## src/rtl/typing_engine_if.sv

```systemverilog
// typing_engine_if: bundles the keyboard/renderer-facing signals of the
// typing race core.
//   master : keyboard decoder + renderer side (drives keys and the head-word
//            lookup, reads every live game value)
//   slave  : typing_engine side
// Signals:
//   key_valid / key_code     one-cycle key strobe and decoded key
//   target_word / target_len dictionary lookup of rd[7:0], combinational
//   type_buf                 typed characters, char k at [5k+:5]
//                            ("type" is a reserved word, hence the suffix)
//   tot / correct            buffer length / matching-prefix length
//   rd                       word-id queue, head at [7:0]
//   times, wpm, acc, percent elapsed tenths, speed, accuracy, progress
//   game_done                high while the race is finished
interface typing_engine_if;
  logic        key_valid;
  logic [4:0]  key_code;
  logic [74:0] target_word;
  logic [4:0]  target_len;
  logic [74:0] type_buf;
  logic [4:0]  tot;
  logic [4:0]  correct;
  logic [47:0] rd;
  logic [14:0] times;
  logic [9:0]  wpm;
  logic [9:0]  acc;
  logic [9:0]  percent;
  logic        game_done;

  modport master (
    output key_valid, key_code, target_word, target_len,
    input  type_buf, tot, correct, rd, times, wpm, acc, percent, game_done
  );

  modport slave (
    input  key_valid, key_code, target_word, target_len,
    output type_buf, tot, correct, rd, times, wpm, acc, percent, game_done
  );
endinterface

```

## src/rtl/typing_engine.sv

```systemverilog
// typing_engine: game-logic core of the typing race. Consumes decoded
// keystrokes, keeps the typed buffer and prefix match against the head word,
// manages the word-id queue, counts time in 0.1 s ticks and derives WPM,
// accuracy and progress with one shared restoring divider.
// Ports:
//   clk  system clock
//   rst  synchronous, active-high reset
//   bus  typing_engine_if.slave (keys and head word in, game values out)
// Parameters:
//   TICK_CYCLES  clk cycles per 0.1 s tick
//   GOAL_WORDS   words needed to finish (1..63)
//   DICT_WORDS   dictionary size, power of two <= 256
module typing_engine #(
  parameter int unsigned TICK_CYCLES = 10_000_000,
  parameter int unsigned GOAL_WORDS  = 20,
  parameter int unsigned DICT_WORDS  = 64
) (
  input  logic           clk,
  input  logic           rst,
  typing_engine_if.slave bus
);

  typedef enum logic [1:0] {IDLE, FILL, RUN, DONE} state_t;
  state_t state, state_next;

  logic [15:0] lfsr;
  logic [2:0]  fill_cnt;
  logic [74:0] type_buf;
  logic [4:0]  tot, correct;
  logic [47:0] rd;
  logic [14:0] times;
  logic [9:0]  wpm, acc, percent;
  logic [15:0] keystrokes, good;
  logic [9:0]  chars_done;
  logic [5:0]  words_done;
  logic [31:0] tick_cnt;

  logic        pend;
  logic        div_busy, div_load;
  logic [1:0]  div_sel;
  logic [4:0]  div_cnt;
  logic [23:0] div_q;
  logic [15:0] div_rem, div_den;
  logic [15:0] snap_good, snap_keys;
  logic [9:0]  snap_chars;
  logic [14:0] snap_times;
  logic [5:0]  snap_words;

  logic        is_enter, is_letter, is_space, is_bksp;
  logic        accept, last_word, force_pass, tick_hit, div_start, restart;
  logic [4:0]  tgt_char;
  logic [7:0]  new_id;
  logic        lfsr_fb;
  logic [14:0] times_inc;
  logic [15:0] keys_inc, good_inc;
  logic [23:0] op_num;
  logic [15:0] op_den;
  logic [16:0] shifted;
  logic        ge;
  logic [15:0] rem_next;
  logic [23:0] q_next;

  always_comb begin
    is_enter  = bus.key_valid && (bus.key_code == 5'd29);
    is_letter = bus.key_valid && (bus.key_code >= 5'd1) && (bus.key_code <= 5'd26);
    is_space  = bus.key_valid && (bus.key_code == 5'd27);
    is_bksp   = bus.key_valid && (bus.key_code == 5'd28);

    tgt_char = '0;
    for (int unsigned i = 0; i < 15; i++) begin
      if (tot == 5'(i)) tgt_char = bus.target_word[5*i +: 5];
    end

    accept     = (state == RUN) && is_space && (tot == bus.target_len) && (correct == tot);
    last_word  = (words_done + 6'd1) == 6'(GOAL_WORDS);
    force_pass = accept && last_word;
    tick_hit   = (state == RUN) && (tick_cnt == 32'(TICK_CYCLES - 1));
    div_start  = !div_busy && (tick_hit || pend);
    restart    = is_enter && ((state == IDLE) || (state == DONE));

    lfsr_fb   = lfsr[0] ^ lfsr[2] ^ lfsr[3] ^ lfsr[5];
    new_id    = lfsr[7:0] & 8'(DICT_WORDS - 1);
    times_inc = (times == '1) ? times : times + 15'd1;
    keys_inc  = (keystrokes == '1) ? keystrokes : keystrokes + 16'd1;
    good_inc  = (good == '1) ? good : good + 16'd1;
  end

  // Operand select for the three divisions of a stats pass.
  always_comb begin
    op_num = '0;
    op_den = '0;
    case (div_sel)
      2'd0: begin
        op_num = 24'(snap_good) * 24'd100;
        op_den = snap_keys;
      end
      2'd1: begin
        op_num = 24'(snap_chars) * 24'd120;
        op_den = {1'b0, snap_times};
      end
      default: begin
        op_num = 24'(snap_words) * 24'd100;
        op_den = 16'(GOAL_WORDS);
      end
    endcase
  end

  // One restoring step: shift in the next dividend bit, subtract if it fits.
  always_comb begin
    shifted  = {div_rem, div_q[23]};
    ge       = shifted >= {1'b0, div_den};
    rem_next = ge ? 16'(shifted - {1'b0, div_den}) : shifted[15:0];
    q_next   = {div_q[22:0], ge};
  end

  always_comb begin
    state_next = state;
    case (state)
      IDLE:    if (is_enter) state_next = FILL;
      FILL:    if (fill_cnt == 3'd5) state_next = RUN;
      RUN:     if (force_pass) state_next = DONE;
      DONE:    if (is_enter) state_next = FILL;
      default: state_next = IDLE;
    endcase
  end

  always_ff @(posedge clk) begin
    if (rst) state <= IDLE;
    else     state <= state_next;
  end

  always_ff @(posedge clk) begin
    if (rst) begin
      lfsr       <= 16'hACE1;
      fill_cnt   <= '0;
      type_buf   <= '0;
      tot        <= '0;
      correct    <= '0;
      rd         <= '0;
      times      <= '0;
      wpm        <= '0;
      acc        <= '0;
      percent    <= '0;
      keystrokes <= '0;
      good       <= '0;
      chars_done <= '0;
      words_done <= '0;
      tick_cnt   <= '0;
      pend       <= 1'b0;
      div_busy   <= 1'b0;
      div_load   <= 1'b0;
      div_sel    <= '0;
      div_cnt    <= '0;
      div_q      <= '0;
      div_rem    <= '0;
      div_den    <= '0;
      snap_good  <= '0;
      snap_keys  <= '0;
      snap_chars <= '0;
      snap_times <= '0;
      snap_words <= '0;
    end else begin
      lfsr <= {lfsr_fb, lfsr[15:1]};

      if (restart) begin
        fill_cnt   <= '0;
        type_buf   <= '0;
        tot        <= '0;
        correct    <= '0;
        times      <= '0;
        wpm        <= '0;
        acc        <= '0;
        percent    <= '0;
        keystrokes <= '0;
        good       <= '0;
        chars_done <= '0;
        words_done <= '0;
        tick_cnt   <= '0;
        pend       <= 1'b0;
        div_busy   <= 1'b0;
        div_load   <= 1'b0;
      end else begin
        if (state == FILL) begin
          rd <= {new_id, rd[47:8]};
          if (fill_cnt == 3'd5) begin
            fill_cnt <= '0;
            acc      <= 10'd100;
          end else begin
            fill_cnt <= fill_cnt + 3'd1;
          end
        end

        if (state == RUN) begin
          if (tick_hit) begin
            tick_cnt <= '0;
            times    <= times_inc;
          end else begin
            tick_cnt <= tick_cnt + 32'd1;
          end

          if (is_letter && (tot < 5'd15)) begin
            for (int unsigned i = 0; i < 15; i++) begin
              if (tot == 5'(i)) type_buf[5*i +: 5] <= bus.key_code;
            end
            tot        <= tot + 5'd1;
            keystrokes <= keys_inc;
            if ((correct == tot) && (bus.key_code == tgt_char)) begin
              correct <= correct + 5'd1;
              good    <= good_inc;
            end
          end else if (is_bksp && (tot != 5'd0)) begin
            for (int unsigned i = 0; i < 15; i++) begin
              if (tot == 5'(i + 1)) type_buf[5*i +: 5] <= '0;
            end
            tot <= tot - 5'd1;
            if (correct == tot) correct <= correct - 5'd1;
          end else if (is_space) begin
            keystrokes <= keys_inc;
            if (accept) begin
              type_buf   <= '0;
              tot        <= '0;
              correct    <= '0;
              rd         <= {new_id, rd[47:8]};
              words_done <= words_done + 6'd1;
              chars_done <= chars_done + 10'(bus.target_len) + 10'd1;
              good       <= good_inc;
            end
          end
        end

        // A tick during a busy pass, or the race finishing, is held in pend.
        // The finishing pass is always deferred one cycle so its snapshot
        // includes the final accepted word.
        pend <= div_busy ? (pend | tick_hit | force_pass) : force_pass;

        if (div_start) begin
          // Registers still hold pre-key counts at this edge; times takes
          // the value this tick is producing.
          snap_good  <= good;
          snap_keys  <= keystrokes;
          snap_chars <= chars_done;
          snap_times <= tick_hit ? times_inc : times;
          snap_words <= words_done;
          div_busy   <= 1'b1;
          div_load   <= 1'b1;
          div_sel    <= '0;
        end else if (div_busy) begin
          if (div_load) begin
            div_q    <= op_num;
            div_den  <= op_den;
            div_rem  <= '0;
            div_cnt  <= 5'd24;
            div_load <= 1'b0;
          end else begin
            div_q   <= q_next;
            div_rem <= rem_next;
            div_cnt <= div_cnt - 5'd1;
            if (div_cnt == 5'd1) begin
              case (div_sel)
                2'd0:    acc <= (snap_keys == '0) ? 10'd100 : q_next[9:0];
                2'd1:    wpm <= (snap_times == '0) ? 10'd0 :
                                (q_next > 24'd999) ? 10'd999 : q_next[9:0];
                default: percent <= q_next[9:0];
              endcase
              if (div_sel == 2'd2) begin
                div_busy <= 1'b0;
              end else begin
                div_sel  <= div_sel + 2'd1;
                div_load <= 1'b1;
              end
            end
          end
        end
      end
    end
  end

  assign bus.type_buf  = type_buf;
  assign bus.tot       = tot;
  assign bus.correct   = correct;
  assign bus.rd        = rd;
  assign bus.times     = times;
  assign bus.wpm       = wpm;
  assign bus.acc       = acc;
  assign bus.percent   = percent;
  assign bus.game_done = (state == DONE);

endmodule

```

## src/flat_wrapper.sv

```systemverilog
// flat-port wrapper written by rule: the top's interface ports become plain ports
module typing_engine_flat 
#(
  parameter int unsigned TICK_CYCLES = 10_000_000,
  parameter int unsigned GOAL_WORDS  = 20,
  parameter int unsigned DICT_WORDS  = 64
)
  (clk, rst, bus_key_valid, bus_key_code, bus_target_word, bus_target_len, bus_type_buf, bus_tot, bus_correct, bus_rd, bus_times, bus_wpm, bus_acc, bus_percent, bus_game_done);
  typing_engine_if bus_i ();
  input  logic clk;
  input  logic rst;
  input wire logic [$bits(bus_i.key_valid)-1:0] bus_key_valid;
  input wire logic [$bits(bus_i.key_code)-1:0] bus_key_code;
  input wire logic [$bits(bus_i.target_word)-1:0] bus_target_word;
  input wire logic [$bits(bus_i.target_len)-1:0] bus_target_len;
  output wire logic [$bits(bus_i.type_buf)-1:0] bus_type_buf;
  output wire logic [$bits(bus_i.tot)-1:0] bus_tot;
  output wire logic [$bits(bus_i.correct)-1:0] bus_correct;
  output wire logic [$bits(bus_i.rd)-1:0] bus_rd;
  output wire logic [$bits(bus_i.times)-1:0] bus_times;
  output wire logic [$bits(bus_i.wpm)-1:0] bus_wpm;
  output wire logic [$bits(bus_i.acc)-1:0] bus_acc;
  output wire logic [$bits(bus_i.percent)-1:0] bus_percent;
  output wire logic [$bits(bus_i.game_done)-1:0] bus_game_done;
  assign bus_i.key_valid = bus_key_valid;
  assign bus_i.key_code = bus_key_code;
  assign bus_i.target_word = bus_target_word;
  assign bus_i.target_len = bus_target_len;
  assign bus_type_buf = bus_i.type_buf;
  assign bus_tot = bus_i.tot;
  assign bus_correct = bus_i.correct;
  assign bus_rd = bus_i.rd;
  assign bus_times = bus_i.times;
  assign bus_wpm = bus_i.wpm;
  assign bus_acc = bus_i.acc;
  assign bus_percent = bus_i.percent;
  assign bus_game_done = bus_i.game_done;
  typing_engine #(.TICK_CYCLES(TICK_CYCLES), .GOAL_WORDS(GOAL_WORDS), .DICT_WORDS(DICT_WORDS)) u_core (.clk(clk), .rst(rst), .bus(bus_i));
endmodule
```

## config.mk

```make
export PLATFORM = sky130hd
export DESIGN_NAME = typing_engine_flat
export DESIGN_NICKNAME = d
export VERILOG_FILES = /design/src/rtl/typing_engine_if.sv /design/src/rtl/typing_engine.sv /design/src/flat_wrapper.sv
export SDC_FILE = /design/constraint.sdc
export NUM_CORES = 1
export LEC_CHECK = 0
export ABC_AREA = 1
export CAP_MARGIN = 40
export CORE_MARGIN = 3
export CORE_UTILIZATION = 25
export DETAILED_ROUTE_END_ITERATION = 6
export MAX_ROUTING_LAYER = met4
export PLACE_DENSITY_LB_ADDON = 0.25
export SYNTH_ARGS = -nofsm -noshare
export SYNTH_HDL_FRONTEND = slang
export SYNTH_SLANG_ARGS = --single-unit
```

## constraint.sdc

```tcl
create_clock -name clk -period 5.05 [get_ports clk]
set_input_delay 1.01 -clock clk [delete_from_list [all_inputs] [get_ports clk]]
set_output_delay 1.01 -clock clk [all_outputs]
set_load 0.01 [all_outputs]
```

Word-level counts from Yosys, hierarchy flattened
Index checks and enable logic that the tools add are counted.
{"block": "totals", "output_inout_bits": 179, "reg_bits": 408, "word_cells": 320}
{"block": "op_classes", "n_reduce_logical": 60, "eq_ne": 71, "bitwise_logic": 11, "n_mux": 112, "add_sub_neg": 15, "mul": 3, "n_lt_le_gt_ge": 5}
{"cell": "75-bit two-way mux", "n": 4}
{"cell": "48-bit two-way mux", "n": 6}
{"cell": "5-bit two-way mux", "n": 54}
{"cell": "16-bit two-way mux", "n": 12}
{"cell": "5-bit AND reduction", "n": 21}
{"cell": "10-bit two-way mux", "n": 10}
{"cell": "23-bit case mux with 2 select lines", "n": 1}
{"cell": "3-bit by 1-bit != test with 1-bit output (second input constant)", "n": 15}
{"cell": "5-bit by 4-bit == test with 1-bit output (second input constant)", "n": 8}
{"cell": "2-bit != test (second input constant)", "n": 17}
{"cell": "16-bit by 1-bit adder with 16-bit output (second input constant)", "n": 2}
{"cell": "32-bit by 1-bit adder with 32-bit output (second input constant)", "n": 1}
{"cell": "16-bit == test (second input constant)", "n": 2}
{"cell": "32-bit by 24-bit == test with 1-bit output (second input constant)", "n": 1}
{"cell": "32-bit two-way mux", "n": 1}
{"cell": "16-bit case mux with 2 select lines", "n": 1}
{"cell": "15-bit two-way mux", "n": 2}
{"cell": "24-bit by 10-bit > comparator with 1-bit output (second input constant)", "n": 1}
{"cell": "24-bit two-way mux", "n": 1}
{"cell": "16-bit by 5-bit multiplier with 21-bit output (second input constant)", "n": 1}
{"cell": "5-bit by 3-bit == test with 1-bit output (second input constant)", "n": 4}
{"cell": "17-bit by 16-bit greater-or-equal comparator with 1-bit output", "n": 1}
{"cell": "16-bit zero test", "n": 1}
{"cell": "2-bit two-way mux", "n": 8}
{"cell": "other kinds (44)", "n": 102}

Longest topological paths before layout
Gate-level depths: netlist of the first run.
{"block": "logic_depth", "ltp_word": 20, "depth_mapped": 34}

Least setup slack after synthesis of the first run
OpenSTA, ideal clock, no wires.
{"block": "synth_path", "kind": "register to register", "from": "register u_core.snap_chars[2]", "to": "register u_core.div_q[15]", "n_path_buf": 0, "required_time_ns": 4.918, "synth_period_minus_slack_ns": 3.598, "arrival_time_ns": 3.466, "slack_ns": 1.452, "path_stages_with_launch": 22, "setup_time_ns": 0.132, "path_cell_list": "dfxtp_1 -> fa_1 -> inv_1 -> fa_1 -> fa_1 -> o31ai_1 -> inv_1 -> nor2_1 -> nor2_1 -> nor2_1 -> o21ai_0 -> inv_1 -> nor2_1 -> nor2_1 -> o21ai_0 -> nand2_1 -> a21oi_1 -> or2_2 -> nand3_1 -> o21ai_0 -> o21ai_0 -> a21oi_1"}
{"block": "synth_via", "elab_chain_cells": 3}
{"element": "start: declaration", "line_no": "typing_engine.sv:45", "source": "logic [9:0] snap_chars;"}
{"element": "start signal: assignment", "line_no": "typing_engine.sv:241", "source": "snap_chars <= chars_done;"}
{"element": "10-bit by 4-bit multiplier with 14-bit output", "line_no": "typing_engine.sv:98", "source": "op_num = 24'(snap_chars) * 24'd120;"}
{"element": "23-bit case mux with 2 select lines", "line_no": "typing_engine.sv:92", "source": "case (div_sel)"}
{"element": "24-bit two-way mux", "line_no": "typing_engine.sv:248", "source": "if (div_load) begin"}
{"element": "end signal: assignment", "line_no": "typing_engine.sv:249", "source": "div_q <= op_num;"}
{"element": "end signal: assignment", "line_no": "typing_engine.sv:255", "source": "div_q <= q_next;"}
{"element": "end: declaration", "line_no": "typing_engine.sv:42", "source": "logic [23:0] div_q;"}
Every way passes these cells.
A chain may end at the register's enable or synchronous reset.

Worst setup path after layout of the first run
Same ends and word-level chain as after synthesis.

==> results of run 1 <==
==> state kept, by name (all words and copies together) (netlist names), 6 cells and up <==
name,flops
u_core.bus.type_buf,75
u_core.bus.rd,48
u_core.tick_cnt,32
u_core.div_q,24
u_core.div_den,16
u_core.div_rem,16
u_core.good,16
u_core.keystrokes,16
u_core.lfsr,16
u_core.snap_good,16
u_core.snap_keys,16
u_core.bus.times,15
u_core.snap_times,15
u_core.bus.acc,10
u_core.bus.percent,10
u_core.bus.wpm,10
u_core.chars_done,10
u_core.snap_chars,10
u_core.snap_words,6
u_core.words_done,6
==> critical path, stage by stage (launching register included) <==
cell	delay, ps
dfxtp_1	470
fa_1	490
inv_1	80
fa_1	440
fa_1	420
o31ai_1	310
inv_1	70
nor2_1	120
nor2_1	50
nor2_1	110
o21ai_0	110
inv_1	70
nor2_1	40
nor2_1	100
o21ai_0	110
nand2_1	80
a21oi_1	60
or2_2	270
nand3_1	110
o21ai_0	90
o21ai_0	150
a21oi_1	80
==> cell usage after synthesis (5+ instances only) <==
library cell  instances
buf_2                11
o21ai_1               7
a221oi_1             18
inv_1               440
nor2_2                9
nand4_1              28
nand3b_1             14
xor2_1               41
nand2_4               9
clkinv_1              9
o21ai_0             317
nand2_2               5
o2111ai_1             6
nor4_1               28
fa_1                 31
o31ai_1               6
nor3_1               52
clkbuf_1             84
and3_1                5
nor2_4                8
xnor2_1              20
inv_2                11
nand3_1              99
o221ai_2             12
o21bai_1              8
ha_1                136
o22ai_1              11
a21oi_1             327
nor2_1              276
or2_2                18
a31oi_1              10
dfxtp_1             408
nand2_1             417
a211oi_1             27
==> routing by layer <==
metal  vias up  GRT usage, %  part of all wire (%)
li1      10380             -                     -
met1      9035         20.55                    50
met2       337         21.99                    43
met3        68         3.032                   5.1
met4         0         3.341                   1.6
met5         -             -                     0
==> area by class of cell <==
cell class / count / share of cell area [%]
clock buffer: 65 / 5.066
timing repair buffer: 298 / 10.55
inverter: 466 / 6.385
antenna: 5 / 0.04503
clock inverter: 26 / 1.279
sequential: 408 / 29.39
multi-input combinational: 2001 / 42.09
tap: 1155 / 5.201
==> final timing paths <==
kind | from | to | depth (start not counted)
setup / recovery | u_core.snap_chars[2] | u_core.div_q[15] | 21
hold / removal | u_core.lfsr[15] | u_core.lfsr[14] | 2
setup reg to reg | u_core.snap_chars[2] | u_core.div_q[15] | 21
hold reg to reg | u_core.lfsr[15] | u_core.lfsr[14] | 2
==> cells by family after synthesis <==
kind of cell               after synthesis  synth area share, %
buffers and inverters                  571                10.05
adders and majority gates              167                10.52
and+or+nand+nor                        990                20.12
xor gates and xnor gates                61                2.421
muxes                                    1              0.04535
AOI/OAI and AO/OA                      782                19.84
DFF                                    408                37.01
==> where the power goes <==
group	leakage, nW	internal (mW)	switching [mW]	total [mW]
registers	3.30	3.42	0.163	3.58
clock network	0.861	2.33	1.49	3.82
logic	7.08	0.709	1.04	1.74
==> metrics.txt, run 1 <==
status=complete, no violations; flops & latches, synth=408; cells after synthesis=2980; syn_nets=3235; period utilization=79.44%; dpl cells=4328; grt ovf=0; Multi-input gate area=11700 um2; Slew HR=40.38%; FP Rows=108; Post-route DRC=0; GP Congestion=0.8381; Num CTS Buffers=49; CTS Root Cell=clkbuf_16; First DRT Iteration DRCs=1042; post-DR vias/cell=4.480; leakage power=11.24 nW; die width=303.1 um; post-synth cell types=69; Max rail drop VDD=236.9 uV; IO Port Bufs=266; post-DP HPWL=49510 um; RSZ-0062 raised after global routing=no; clock-pin slew of the registers on the worst-case setup and hold paths=60 ps; vias in the first global route=18.84k; top cells by area, synth=dfxtp_1 37%, ha_1 7.7%, inv_1 7.5%; Max Root-Sink Buffers=3; placed cell areas=26010 um2; CP Class=reg -> reg; worst min path class=reg -> reg; initial core utilization=25.32%; Post-synth EDFFs=0; Core Area=87160 um2; Critical Path Fanout Max=5; final hold violations=0; Hold WS=400.3 ps; post-CTS sizing=0; H-tree depth=2; fillers=9404; Max Clock Freq=249.3 MHz; Pwr Density=329.3 nW/um2; GRT Util Overall=14.78%; Reg area=8168 um2; pin count of the biggest net entering global routing=86; WL final=67240 um; mapped cell area=22070 um2; R2R setup slack=1040 ps; initial antenna violation count=5; final setup fails=0; Routed WL per cell=15.20 um; die area=91880 um2; post-synthesis async set-or-reset flop share=0%; Die Y=303.1 um; Worst Path Required=5490 ps; # hold bufs at CTS=0; Synth area leader=dfxtp_1; CTS tree=built; Detail Route Antenna Nets=0; Tightest Pin Transition=894.3 ps; setup slack after layout=1038 ps; register area share after synthesis=37.01%; CP endpoint kind=flop; Avg Cell Area, Syn=7.406 um2; Final Skew=31.32 ps; Slew Viols, Final=0; drt first pass iters=5; postcts setup bufs=0; Ports=267; ys flop type=dfxtp_1; WP data arrival=4450 ps; number of max-cap violations=0; final core occ=31.88%; Final Non-Filler Cells=4424; clock latency on the worst-skew pair=600 ps; first-pass GRT wire length=106600 um; share of the synthesized area in the top cell type=37.01%; layout cells sized above 1=6.648%; Synth Warn #=0; area grow syn2layout=25.90%; most frequent cells in the layout=439 x inv_1, 416 x nand2_1, 408 x dfxtp_1; final setup TNS=0 ps; Final Power=9.151 mW; clock sink count=408; final instance area=27790 um2; commonest non-fill, non-tap cell in the layout=inv_1; NumNets Final=3479; pre-CTS WS=613.8 ps; DR vias=19.82k; fin crit period=4012 ps; crit start category=flop
(Power assumes the default switching activity.)
==> inputs of run 2 (changes only) <==
==> constraint.sdc (replaced) <==
create_clock -name clk -period 3.22 [get_ports clk]
set_input_delay 0.644 -clock clk [delete_from_list [all_inputs] [get_ports clk]]
set_output_delay 0.644 -clock clk [all_outputs]
set_load 0.01 [all_outputs]
==> run 2 against run 1 <==
  * The flow now finishes with violations (setup timing)
  * Utilization up 2.5 points
  * Flip-flop and latch count unchanged
  * Sequential share of layout area down 2.1 points
  * Global-route usage up 0.32 points
  * Final cell count up 4.2%
  * Sequential power up 56%
  * Cell area up 8.0%
  * Combinational power up 78%
  * Wire length up 2.4%
  * Worst setup slack worse by 1400 ps
  * Clock skew up 2.9 ps
  * Die area unchanged
  * Critical endpoint unchanged
  * Largest cell class unchanged
==> metrics.txt, run 2 (synthesis gave the netlist of run 1 again) <==
FP Rows=108; Slew HR=59.63%; Hold Startpoint=u_core.lfsr[15]; post-DR vias/cell=4.460; die width=303.1 um; Crit Reg-Reg Endpoint=u_core.div_q[15]; Final Non-Filler Cells=4611; NumNets Final=3667; Max Root-Sink Buffers=3; CP Class=reg -> reg; layout cells sized above 1=14.89%; final setup TNS=-1130 ps; Critical Path Fanout Max=4; Max Clock Freq=282.4 MHz; Routed WL per cell=14.94 um; grt ovf=0; Tightest Pin Transition=603.4 ps; final hold violations=0; R2R setup slack=-320 ps; IO Port Bufs=266; CTS Root Cell=clkbuf_16; CP endpoint kind=flop; WL final=68880 um; failing checks=setup timing; drt first pass iters=6; Slew Viols, Final=0; initial antenna violation count=4; Core Area=87160 um2; GRT Util Overall=15.10%; FF-to-FF path depth=21; number of max-cap violations=0; commonest non-fill, non-tap cell in the layout=inv_1; dpl cells=4479; Post-route DRC=0; most flop-heavy register=u_core.bus.type_buf; H-tree depth=2; WP data arrival=4020 ps; DR vias=20.56k; fin crit period=3541 ps; clock latency on the worst-skew pair=600 ps; Max rail drop VDD=373.0 uV; GP Congestion=0.8313; die area=91880 um2; RSZ-0062 raised after global routing=yes; worst min path class=reg -> reg; Ports=267; period utilization=110.0%; Die Y=303.1 um; Num CTS Buffers=50; crit start category=flop; hold path depth=2; clock sink count=408; initial core utilization=25.32%; pin count of the biggest net entering global routing=103; status=finished, violations left; clock-pin slew of the registers on the worst-case setup and hold paths=60 ps; Crit Reg-Reg Startpoint=u_core.snap_chars[1]; First DRT Iteration DRCs=1179; leakage power=12.31 nW; Largest regs=u_core.bus.type_buf: 75 flops, u_core.bus.rd: 48 flops, u_core.tick_cnt: 32 flops; Pwr Density=491.6 nW/um2; first-pass GRT wire length=109400 um; post-DP HPWL=51170 um; Final Power=14.75 mW; most frequent cells in the layout=427 x inv_1, 402 x nand2_1, 396 x dfxtp_1; Hold Path End=u_core.lfsr[14]; Detail Route Antenna Nets=0; setup slack after layout=-320.7 ps; Worst Path Required=3700 ps; max reg flops=75; CTS tree=built; area grow syn2layout=35.95%; vias in the first global route=19.77k; Final Skew=34.26 ps; final setup fails=7
-- run 2: changes by cell type in the layout (fill, tap and decap cells not counted), sizes merged --
cell / previous run / this run
clkinv: 23 / 22
inv: 458 / 459
clkinvlp: 4 / 6
diode: 5 / 4
buf: 33 / 217
nand2: 431 / 433
-- run 2: worst max path at each step --
| stage | start | endpoint | slack, ps | depth (start not counted) |
|---|---|---|---|---|
| finish | u_core.snap_chars[1] | u_core.div_q[15] | -320 | 21 |
| global placement | u_core.snap_chars[1] | u_core.div_q[15] | -570 | 21 |
| global route | u_core.snap_chars[1] | u_core.div_q[15] | -550 | 21 |
| detailed placement | u_core.snap_chars[1] | u_core.div_q[15] | -510 | 21 |
| CTS | u_core.snap_chars[1] | u_core.div_q[15] | -310 | 21 |
| floorplan | u_core.snap_chars[0] | u_core.div_q[15] | -250 | 21 |
-- run 2: power by group --
group          total, mW  leakage [nW]  switching, mW  internal, mW
sequential          5.58          3.31          0.220          5.36
combinational       3.09          8.14           1.74          1.35
clock               6.08         0.868           2.38          3.70
total               14.8          12.3           4.34          10.4
-- run 2: layout make-up --
class,count,area [um2]
flip-flops and latches,408,8198
well taps,1155,1445
fillers,9163,57150
repair inverters,1,8.758
multi-input cells,2003,12270
clock inverters,27,372.9
repair buffers,482,4486
inverters,466,1797
diodes,4,10.01
clock buffers,65,1420
-- run 2: layer usage --
metal	part of all wire [%]	global-route usage, %	vias up
li1	-	-	10760
met1	49	20.72	9362
met2	43	22.60	362
met3	5.5	3.275	84
met4	1.9	3.594	0
met5	0	-	-
-- run 2: repair_timing --
| item | 4_1_cts | 5_1_grt |
|---|---|---|
| setup buffers | 21 | 21 |
| setup endpoints to repair | 9 | 117 |
| cloned | 0 | 3 |
| pin swaps | 29 | 82 |
| resized for setup | 49 | 113 |
| hold buffers | 0 | 0 |
-- run 2: through the flow --
stage               util [%]  setup slack (ps)  cell area [um2]  hold slack [ps]
floorplan                  -            -254.6            22150            388.3
global placement       31.38            -566.4            27350            388.4
detailed placement     31.42            -506.5            27380            394.7
CTS                    33.83            -308.7            29480            403.5
global route           34.43            -553.2            30010            416.3
finish                 34.43            -320.7            30010            399.7
-- run 2: worst max-delay path, cell delays in order (launching register included) --
cell and delay [ps]:
dfxtp_4 360, fa_1 520, inv_1 60, fa_2 450, fa_2 390, o31ai_4 190, inv_1 80, nor2_2 100
nor2_1 50, nor2_1 160, o21ai_2 80, inv_1 50, nor2_1 30, nor2_1 130, o21ai_1 110, nand2_1 80
a21oi_2 60, or2_4 230, nand3_2 50, o21ai_1 70, o21ai_1 110, a21oi_1 70
==> inputs of run 3 (changes only) <==
--- a/config.mk
+++ b/config.mk
@@ -6,9 +6,9 @@
 export NUM_CORES = 1
 export LEC_CHECK = 0
 export ABC_AREA = 1
-export CAP_MARGIN = 40
+export CAP_MARGIN = 20
 export CORE_MARGIN = 3
-export CORE_UTILIZATION = 25
+export CORE_UTILIZATION = 51
 export DETAILED_ROUTE_END_ITERATION = 6
 export MAX_ROUTING_LAYER = met4
 export PLACE_DENSITY_LB_ADDON = 0.25
==> run 3 against run 2 <==
  * The flow still finishes with violations (setup timing)
  * Sequential power about the same
  * Count of clock-buffer cells in the layout down 2
  * Clock skew down 19 ps
  * Final cell count down 14%
  * Die area down 50%
  * Register-to-register slack worse by 160 ps
  * Via count up 4.2%
  * Hold slack better by 5.4 ps
  * Combinational power down 6%
  * Flip-flop and latch count unchanged
==> metrics.txt, run 3 (synthesis gave the netlist of run 1 again) <==
Sw Pwr=3.989 mW; fillers=3481; RSZ-0062 raised after global routing=yes; failing checks=setup timing; Max rail drop VDD=493.4 uV; First DRT Iteration DRCs=1763; CTS tree=built; sum of routed wire segments on met1=27000 um; final hold violations=0; placed cell areas=26390 um2; final core occ=67.19%; Reg power frac=41.0%; clock-pin slew of the registers on the worst-case setup and hold paths=60 ps; Multi-input gate area=12060 um2; vias in the first global route=20.91k; met2 wire length=29230 um; worst min path class=reg -> reg; final instance area=28440 um2; Hold Startpoint=u_core.lfsr[9]; met3 WL post-DR=3991 um; Die Y=214.0 um; Pwr Density=481.0 nW/um2; CTS Root Cell=clkbuf_16; Post-route DRC=0; status=finished, violations left; die area=45810 um2; WP data arrival=4120 ps; WL final=62080 um; pin count of the biggest net entering global routing=76; Worst Path Required=3640 ps; Ports=267; grt ovf=0; post-DP HPWL=45720 um; most frequent cells in the layout=433 x inv_1, 412 x nand2_1, 396 x dfxtp_1; Final Skew=15.32 ps; Crit Reg-Reg Endpoint=u_core.div_q[15]; area grow syn2layout=28.84%; Sw Share=29.16%; IO Port Bufs=266; fin crit period=3700 ps; Num CTS Buffers=43; R2R setup slack=-480 ps; NumNets Final=3628; Largest regs=u_core.bus.type_buf: 75 flops, u_core.bus.rd: 48 flops, u_core.tick_cnt: 32 flops; Slew Viols, Final=0; Logic pwr share=21.4%; Routed WL per cell=15.58 um; commonest non-fill, non-tap cell in the layout=inv_1; setup slack after layout=-480.1 ps; clock share of power=37.6%; GRT Util Overall=26.96%; final setup fails=9; Final Power=13.68 mW; Max Root-Sink Buffers=3; Hold Path End=u_core.lfsr[8]; GP Congestion=0.9531; DR vias=21.42k; drt first pass iters=6; Critical Path Fanout Max=2; Core Area=42320 um2; Crit Reg-Reg Startpoint=u_core.snap_chars[0]; Slew HR=29.52%; number of max-cap violations=0; CP Class=reg -> reg; initial antenna violation count=1; final setup TNS=-2703 ps; FF-to-FF path depth=21; top sig layer=met4; first-pass GRT wire length=102100 um; post-DR vias/cell=5.375; Max Clock Freq=270.3 MHz; period utilization=114.9%; CP endpoint kind=flop; clock sink count=408; FP Rows=75; initial core utilization=52.15%; Power Internal=9.689 mW; Detail Route Antenna Nets=0; die width=214.0 um; crit start category=flop; hold path depth=2; clock latency on the worst-skew pair=580 ps; H-tree depth=2; max reg flops=75; most flop-heavy register=u_core.bus.type_buf; leakage power=11.93 nW; Reg area=8193 um2; Tightest Pin Transition=1053 ps; layout cells sized above 1=12.77%
-- run 3: changes by cell type in the layout (fill, tap and decap cells not counted), sizes merged --
cell,delta
diode,-3
inv,+1
nand2,-1
clkinv,-5
buf,-31
clkbuf,-2
bufinv,-3
clkinvlp,-4
-- run 3: per-stage QoR --
step                worst slack, ps  hold WS (ps)  std cells
floorplan                    -254.6         388.3       2980
global placement             -491.2         391.7       3871
detailed placement           -633.2         397.2       3874
CTS                          -427.0         407.7       3973
global route                 -653.2         423.2       3985
finish                       -480.1         405.1       3985
-- run 3: how the worst max path moves through the flow --
stage                     cells past startpoint  slack (ps)            startpoint                to
after floorplan                              21        -250  u_core.snap_chars[0]  u_core.div_q[15]
after detailed placement                     21        -630  u_core.snap_chars[1]  u_core.div_q[15]
after global routing                         21        -650  u_core.snap_chars[2]  u_core.div_q[15]
after CTS                                    21        -430  u_core.snap_chars[0]  u_core.div_q[15]
after global placement                       21        -490  u_core.snap_chars[2]  u_core.div_q[15]
final                                        21        -480  u_core.snap_chars[0]  u_core.div_q[15]
-- run 3: final cells by class --
class                           instances  share of cell area, %
Multi-Input combinational cell       2002                  42.41
Sequential cell                       408                  28.81
Timing Repair Buffer                  451                  14.69
Inverter                              466                  6.261
Clock buffer                           63                  4.435
Tap cell                              577                  2.539
Clock inverter                         16                 0.8228
Timing Repair inverter                  1                0.01760
Antenna cell                            1               0.008800
-- run 3: worst max-delay path: stages (launching register included) --
cell     delay (ps)
dfxtp_2         330
fa_1            570
inv_1            60
fa_1            470
fa_2            390
o31ai_4         200
inv_1            80
nor2_2          130
nor2_1           60
nor2_1          120
o21ai_1          90
inv_1            80
nor2_2           40
nor2_2          140
o21ai_2          80
nand2_1          90
a21oi_2          60
or2_4           230
nand3_2          50
o21ai_1          60
o21ai_1         110
a21oi_1          70
-- run 3: timing repair --
item	4_1_cts	5_1_grt
cloned	0	2
hold endpoints to repair	0	0
hold buffers	0	0
pin swaps	19	41
gates resized for setup	33	66
setup endpoints to repair	9	86
buffers inserted	24	16
-- run 3: power groups by stage --
stage / clock (mW) / combinational [mW] / sequential [mW]
3_3_place_gp: 0 / 2.78 / 5.70
4_1_cts: 5.24 / 2.88 / 5.60
2_1_floorplan: 0 / 1.51 / 5.77
5_1_grt: 5.44 / 3.21 / 5.64
3_5_place_dp: 0 / 2.86 / 5.71
6_report: 5.15 / 2.92 / 5.61
-- run 3: routing by layer --
| metal | up-vias | track usage [%] |
|---|---|---|
| met2 | 656 | 44.91 |
| met1 | 9964 | 32.73 |
| li1 | 10660 | - |
| met5 | - | - |
| met3 | 139 | 5.541 |
| met4 | 0 | 8.998 |
